## src/rtl/fifo_pkg.sv

```systemverilog
// Shared sizing helpers and constants for the BRAM FIFO control slice.
package fifo_pkg;

   localparam int AF_AE_MARGIN = 4;

   function automatic int depth(input int addr_width);
      return 1 << addr_width;
   endfunction

   function automatic int cnt_width(input int addr_width);
      return addr_width + 1;
   endfunction

endpackage

```

## src/rtl/fifo_ptr_ctrl.sv

```systemverilog
// Write/read pointers, occupancy count, accept logic and level flags for the BRAM FIFO.
module fifo_ptr_ctrl
   import fifo_pkg::*;
#(
   parameter int ADDR_WIDTH = 10,
   parameter int AF_LEVEL   = depth(ADDR_WIDTH) - AF_AE_MARGIN,
   parameter int AE_LEVEL   = AF_AE_MARGIN
) (
   input  logic                             clk,
   input  logic                             reset,
   input  logic                             wr,
   input  logic                             rd,
   output logic                             wr_ok,
   output logic                             rd_ok,
   output logic [ADDR_WIDTH-1:0]            w_ptr,
   output logic [ADDR_WIDTH-1:0]            r_ptr,
   output logic [cnt_width(ADDR_WIDTH)-1:0] count,
   output logic                             full,
   output logic                             empty,
   output logic                             almost_full,
   output logic                             almost_empty
);

   localparam int CW = cnt_width(ADDR_WIDTH);
   localparam logic [CW-1:0] DEPTH_CNT = CW'(depth(ADDR_WIDTH));
   localparam logic [CW-1:0] AF_CNT    = CW'(AF_LEVEL);
   localparam logic [CW-1:0] AE_CNT    = CW'(AE_LEVEL);

   logic [CW-1:0] count_next;

   // A pop frees a slot in the same cycle, so a push into a full FIFO is taken when paired with a pop.
   assign rd_ok = rd & ~empty;
   assign wr_ok = wr & (~full | rd_ok);

   always_comb begin
      count_next = count;
      case ({wr_ok, rd_ok})
         2'b10:   count_next = count + CW'(1);
         2'b01:   count_next = count - CW'(1);
         default: count_next = count;
      endcase
   end

   // Flags are registered from the next count so they stay aligned with count and never glitch.
   always_ff @(posedge clk) begin
      if (reset) begin
         w_ptr        <= '0;
         r_ptr        <= '0;
         count        <= '0;
         full         <= 1'b0;
         empty        <= 1'b1;
         almost_full  <= (AF_LEVEL == 0);
         almost_empty <= 1'b1;
      end else begin
         if (wr_ok) w_ptr <= w_ptr + ADDR_WIDTH'(1);
         if (rd_ok) r_ptr <= r_ptr + ADDR_WIDTH'(1);
         count        <= count_next;
         full         <= (count_next == DEPTH_CNT);
         empty        <= (count_next == '0);
         almost_full  <= (count_next >= AF_CNT);
         almost_empty <= (count_next <= AE_CNT);
      end
   end

endmodule

```

## src/rtl/fifo_bram_ctrl.sv

```systemverilog
// BRAM FIFO control stage: drives a simple dual-port RAM and strobes r_valid one cycle after a pop.
// Define FIFO_BRAM_CTRL_ERR_EN to add sticky overflow/underflow outputs.
module fifo_bram_ctrl
   import fifo_pkg::*;
#(
   parameter int ADDR_WIDTH = 10,
   parameter int DATA_WIDTH = 8,
   parameter int AF_LEVEL   = depth(ADDR_WIDTH) - AF_AE_MARGIN,
   parameter int AE_LEVEL   = AF_AE_MARGIN
) (
   input  logic                             clk,
   input  logic                             reset,
   input  logic                             wr,
   input  logic [DATA_WIDTH-1:0]            w_data,
   input  logic                             rd,
   output logic [DATA_WIDTH-1:0]            r_data,
   output logic                             r_valid,
   output logic                             full,
   output logic                             empty,
   output logic                             almost_full,
   output logic                             almost_empty,
   output logic [cnt_width(ADDR_WIDTH)-1:0] count,
   output logic                             mem_we,
   output logic [ADDR_WIDTH-1:0]            mem_addr_w,
   output logic [ADDR_WIDTH-1:0]            mem_addr_r,
   output logic [DATA_WIDTH-1:0]            mem_din,
   input  logic [DATA_WIDTH-1:0]            mem_dout
`ifdef FIFO_BRAM_CTRL_ERR_EN
   ,
   output logic                             overflow,
   output logic                             underflow
`endif
);

   logic wr_ok;
   logic rd_ok;
   logic [ADDR_WIDTH-1:0] w_ptr;
   logic [ADDR_WIDTH-1:0] r_ptr;

   fifo_ptr_ctrl #(
      .ADDR_WIDTH (ADDR_WIDTH),
      .AF_LEVEL   (AF_LEVEL),
      .AE_LEVEL   (AE_LEVEL)
   ) u_ptr_ctrl (
      .clk          (clk),
      .reset        (reset),
      .wr           (wr),
      .rd           (rd),
      .wr_ok        (wr_ok),
      .rd_ok        (rd_ok),
      .w_ptr        (w_ptr),
      .r_ptr        (r_ptr),
      .count        (count),
      .full         (full),
      .empty        (empty),
      .almost_full  (almost_full),
      .almost_empty (almost_empty)
   );

   // The RAM reads r_ptr every cycle; r_valid marks which of those reads was actually popped.
   assign mem_we     = wr_ok;
   assign mem_addr_w = w_ptr;
   assign mem_din    = w_data;
   assign mem_addr_r = r_ptr;
   assign r_data     = mem_dout;

   always_ff @(posedge clk) begin
      if (reset) r_valid <= 1'b0;
      else       r_valid <= rd_ok;
   end

`ifdef FIFO_BRAM_CTRL_ERR_EN
   always_ff @(posedge clk) begin
      if (reset) begin
         overflow  <= 1'b0;
         underflow <= 1'b0;
      end else begin
         if (wr & full & ~rd_ok) overflow  <= 1'b1;
         if (rd & empty)         underflow <= 1'b1;
      end
   end
`endif

endmodule

```

## config.mk

```make
export PLATFORM = sky130hd
export DESIGN_NAME = fifo_bram_ctrl
export DESIGN_NICKNAME = d
export VERILOG_FILES = /design/src/rtl/fifo_pkg.sv /design/src/rtl/fifo_ptr_ctrl.sv /design/src/rtl/fifo_bram_ctrl.sv
export SDC_FILE = /design/constraint.sdc
export NUM_CORES = 1
export LEC_CHECK = 0
export ABC_AREA = 1
export BUFFER_PORTS_ARGS = -buffer_cell sky130_fd_sc_hd__buf_2
export CORE_MARGIN = 2
export CORE_UTILIZATION = 30
export DETAILED_ROUTE_END_ITERATION = 10
export HOLD_SLACK_MARGIN = 0.08
export PLACE_DENSITY = 0.48
export SLEW_MARGIN = 15
export SYNTH_ARGS = -nofsm -noshare
export SYNTH_HDL_FRONTEND = slang
export SYNTH_SLANG_ARGS = --single-unit
```

## constraint.sdc

```tcl
create_clock -name clk -period 3.8 [get_ports clk]
set_input_delay 0.76 -clock clk [delete_from_list [all_inputs] [get_ports clk]]
set_output_delay 0.76 -clock clk [all_outputs]
set_load 0.01 [all_outputs]
```

==> impl_metrics.csv <==
group,metric,value,unit
run_status,status,"finished clean",
floorplanning,fp.dieW,93.0,um
logic_synthesis,synth_flop_cell,"dfxtp_1",
clocking,htree_levels,2,
logic_synthesis,ys_seq_area_share,30.3,%
worst_setup_path,r2r-end,"u_ptr_ctrl.full$_SDFF_PP0_",
sta,finalSetupViolations,0,
power_and_ir_drop,internal_power,621,uW
logic_synthesis,synth_xor_area_share,0.737,%
cells_and_area,drive_gt1_share,17.3,%
grt,track_usage,14.0,%
worst_setup_path,critPathMostFrequentCell,"nand2_1",
logic_synthesis,ys_types,30,
floorplanning,fp.dieArea,0.00865,sq mm
worst_setup_path,crit_required,4.03,ns
sta,rsz0062_at_grt,"false",
sta,worst_slack,0.768,ns
clocking,cts_root_buffer,"clkbuf_8",
cells_and_area,nets,428,
place,gp_congestion,0.824,
worst_setup_path,worstSetupStartpointType,"input port",
clocking,clk_pin_slew,0.07,ns
logic_synthesis,ys.warnings.count,0,
power_and_ir_drop,pwr-share-clk,30.5,%
worst_setup_path,crit_start,"rd",
clocking,clock-sinks,36,
clocking,cts_setup_buffers,0,
sta,fmax,330,MHz
floorplanning,die_h,93.0,um
sta,slew_violations,0,
run,maxCapViolations,0,
floorplanning,io_pins,73,
clocking,hold_buffers,0,
worst_setup_path,critPathKind,"input port to register",
worst_setup_path,critPathCaptureType,"register",
grt,grt_pass1_vias,2153,
logic_synthesis,synth_top_family_by_area,"simple AND/OR/NAND/NOR gates",
power_and_ir_drop,combPwrFrac,23.8,%
worst_setup_path,slowest_stage,"or2_1",
logic_synthesis,synthTopCellsByArea,"dfxtp_1, nand2_1, inv_1",
logic_synthesis,synth_top_area_cell,"dfxtp_1",
routing,drcViolationCount,0,
power_and_ir_drop,p_sw,301,uW
routing,drt_first_pass_iters,4,
logic_synthesis,syn_area,0.00238,sq mm
worst_setup_path,r2r-start,"u_ptr_ctrl.empty$_SDFF_PP1_",
floorplanning,core-area,0.00769,sq mm
place,hpwl,4520,um
routing,totalWireLength,5850,um
routing,vias,2285,
worst_setup_path,arrival,3.26,ns
place,pre_cts_ws,0.457,ns
worst_setup_path,worst-path-max-fanout,18,
clocking,cts_buffer_depth,2,
cells_and_area,fin_util,34.2,%
logic_synthesis,syn-num-nets,403,
floorplanning,initial_utilization,30.9,%
power_and_ir_drop,leakage,0.00134,uW
sta,finClkSkew,0.00224,ns
floorplanning,num_rows,32,
clocking,cts_buffers,5,
sta,hold_violations,0,
logic_synthesis,synth_top_area_share,30.3,%
logic_synthesis,syn_area_per_cell,6.29,sq um
logic_synthesis,synthArstFlopShare,0,%
clocking,clk_latency,0.28,ns
worst_setup_path,critPathMaxStageDelay,0.32,ns
power_and_ir_drop,ir_drop,150,uV
worst_setup_path,regToRegSetupSlack,0.99,ns
logic_synthesis,synth_most_common_cell,"nand2_1",
power_and_ir_drop,p_seq_share,45.8,%
worst_setup_path,crit_chain,"buf_2 -> inv_1 -> or2_1 -> nand2_2 -> nand2_4 -> ha_1 -> buf_4 -> inv_2 -> nand2_1 -> nand2_1 -> nand2_1 -> nor2_1 -> nand2_1 -> nand2_1 -> nand3_1 -> nand3_1 -> nand2_1 -> nand2_2 -> nand2_2 -> nor2_1 -> and2_1",
power_and_ir_drop,p_total,922,uW
place,port_buffers,40,
clocking,cts_tree,"yes",
logic_synthesis,synth-compound-area-share,6.74,%
logic_synthesis,synthAdderAreaFrac,2.63,%
clocking,post_cts_resized,0,
sta,worstMarginPinSlew,0.461,ns
power_and_ir_drop,p_per_area,351,mW/mm^2
routing,wl_per_cell,11.6,um
hold_path,holdPathStages,2,
worst_setup_path,r2r_cells,19,
routing,ant_nets,0,
grt,grt_pass1_wl,9740,um
hold_path,min_path_type,"register to register",
logic_synthesis,synth-edff-count,0,
cells_and_area,area_delta_synth_final,10.6,%
logic_synthesis,yosys-top-cells-count,"nand2_1, inv_1, nor2_1",
power_and_ir_drop,switching_share,32.7,%
grt,grt_overflow,0,
sta,tns,0,ns
worst_setup_path,crit_end,"u_ptr_ctrl.full$_SDFF_PP0_",
place,post-place-cells,498,
logic_synthesis,yosys_register_bits,36,
logic_synthesis,syn_inst,378,
grt,antenna_found_initial,0,
grt,grt_max_degree,24,
cells_and_area,num_antenna_cells,0,
sta,final.period_utilization,79.8,%
routing,drt_iter0_markers,69,
routing,vias_per_cell,4.52,
cells_and_area,finalNonFillerCells,506,
sta,period_needed,3.03,ns
logic_synthesis,synthSimpleGateAreaFrac,43.5,%
sta,relSlewSlack,69.3,%
logic_synthesis,synthMuxAreaShare,0,%
-- layer usage --
layer / wire length, um / track usage (%) / vias to the layer above
li1: - / - / 1212
met1: 2870 / 18.1 / 1009
met2: 2670 / 23.7 / 59
met3: 243 / 3.14 / 5
met4: 65 / 3.43 / 0
met5: 0 / 0 / -
-- cell families after synthesis --
logic type,count (synthesis)
fa+ha+maj,5
buf+inv,76
compound gates,31
simple gates,228
flops,36
xor+xnor,2
-- critical path: cells and delay by family --
family | cells | cell delay, ns
adders and majority gates | 1 | 0.24
buffers and inverters | 4 | 0.48
and+or+nand+nor | 16 | 1.78
-- how the worst min path moves through the flow --
| stage | end | startpoint | slack, ns |
|---|---|---|---|
| 6_report | u_ptr_ctrl.w_ptr[9]$_SDFFE_PP0P_ | u_ptr_ctrl.w_ptr[9]$_SDFFE_PP0P_ | 0.48 |
| 5_1_grt | u_ptr_ctrl.w_ptr[9]$_SDFFE_PP0P_ | u_ptr_ctrl.w_ptr[9]$_SDFFE_PP0P_ | 0.51 |
| 4_1_cts | u_ptr_ctrl.w_ptr[9]$_SDFFE_PP0P_ | u_ptr_ctrl.w_ptr[9]$_SDFFE_PP0P_ | 0.48 |
| 3_5_place_dp | u_ptr_ctrl.w_ptr[9]$_SDFFE_PP0P_ | u_ptr_ctrl.w_ptr[9]$_SDFFE_PP0P_ | 0.47 |
| 3_3_place_gp | u_ptr_ctrl.w_ptr[9]$_SDFFE_PP0P_ | u_ptr_ctrl.w_ptr[9]$_SDFFE_PP0P_ | 0.46 |
| 2_1_floorplan | u_ptr_ctrl.w_ptr[9]$_SDFFE_PP0P_ | u_ptr_ctrl.w_ptr[9]$_SDFFE_PP0P_ | 0.49 |
-- final cells by class --
cell class,count,area [sq um]
Multi-Input combinational cell,266,1270
Timing Repair Buffer,43,223
Inverter,51,191
Clock buffer,8,90.1
Tap cell,102,128
Sequential cell,36,721
Fill cell,896,5060
-- through the flow --
step	area, sq um	hold WS, ns
floorplan	2380	0.489
global placement	2540	0.458
detailed placement	2540	0.469
CTS	2630	0.482
global route	2630	0.512
finish	2630	0.481
-- power groups by stage --
| stage | clock network (uW) | logic [uW] | registers, uW |
|---|---|---|---|
| 5_1_grt | 313 | 253 | 425 |
| 3_3_place_gp | 0 | 221 | 431 |
| 3_5_place_dp | 0 | 220 | 431 |
| 2_1_floorplan | 0 | 172 | 433 |
| 6_report | 281 | 219 | 422 |
| 4_1_cts | 292 | 221 | 422 |
-- state kept, by name (all words and copies together), names as in the netlist --
signal / flops
u_ptr_ctrl.count: 11
u_ptr_ctrl.w_ptr: 10
u_ptr_ctrl.full: 1
u_ptr_ctrl.r_ptr: 10
u_ptr_ctrl.almost_full: 1
r_valid: 1
u_ptr_ctrl.empty: 1
u_ptr_ctrl.almost_empty: 1
-- cell usage in the layout (no fill, tap or decap), types with 4 or more instances in the layout --
cell / count
buf_2: 40
dfxtp_1: 36
ha_1: 5
nor3b_1: 4
nand2_1: 117
nor2_1: 40
a21oi_1: 18
nor3_1: 10
nand3_1: 32
o21ai_0: 10
nor2_2: 5
nand4_1: 4
clkbuf_8: 6
nand2_2: 4
inv_1: 49
No activity file was read; power rests on OpenSTA's default activity.
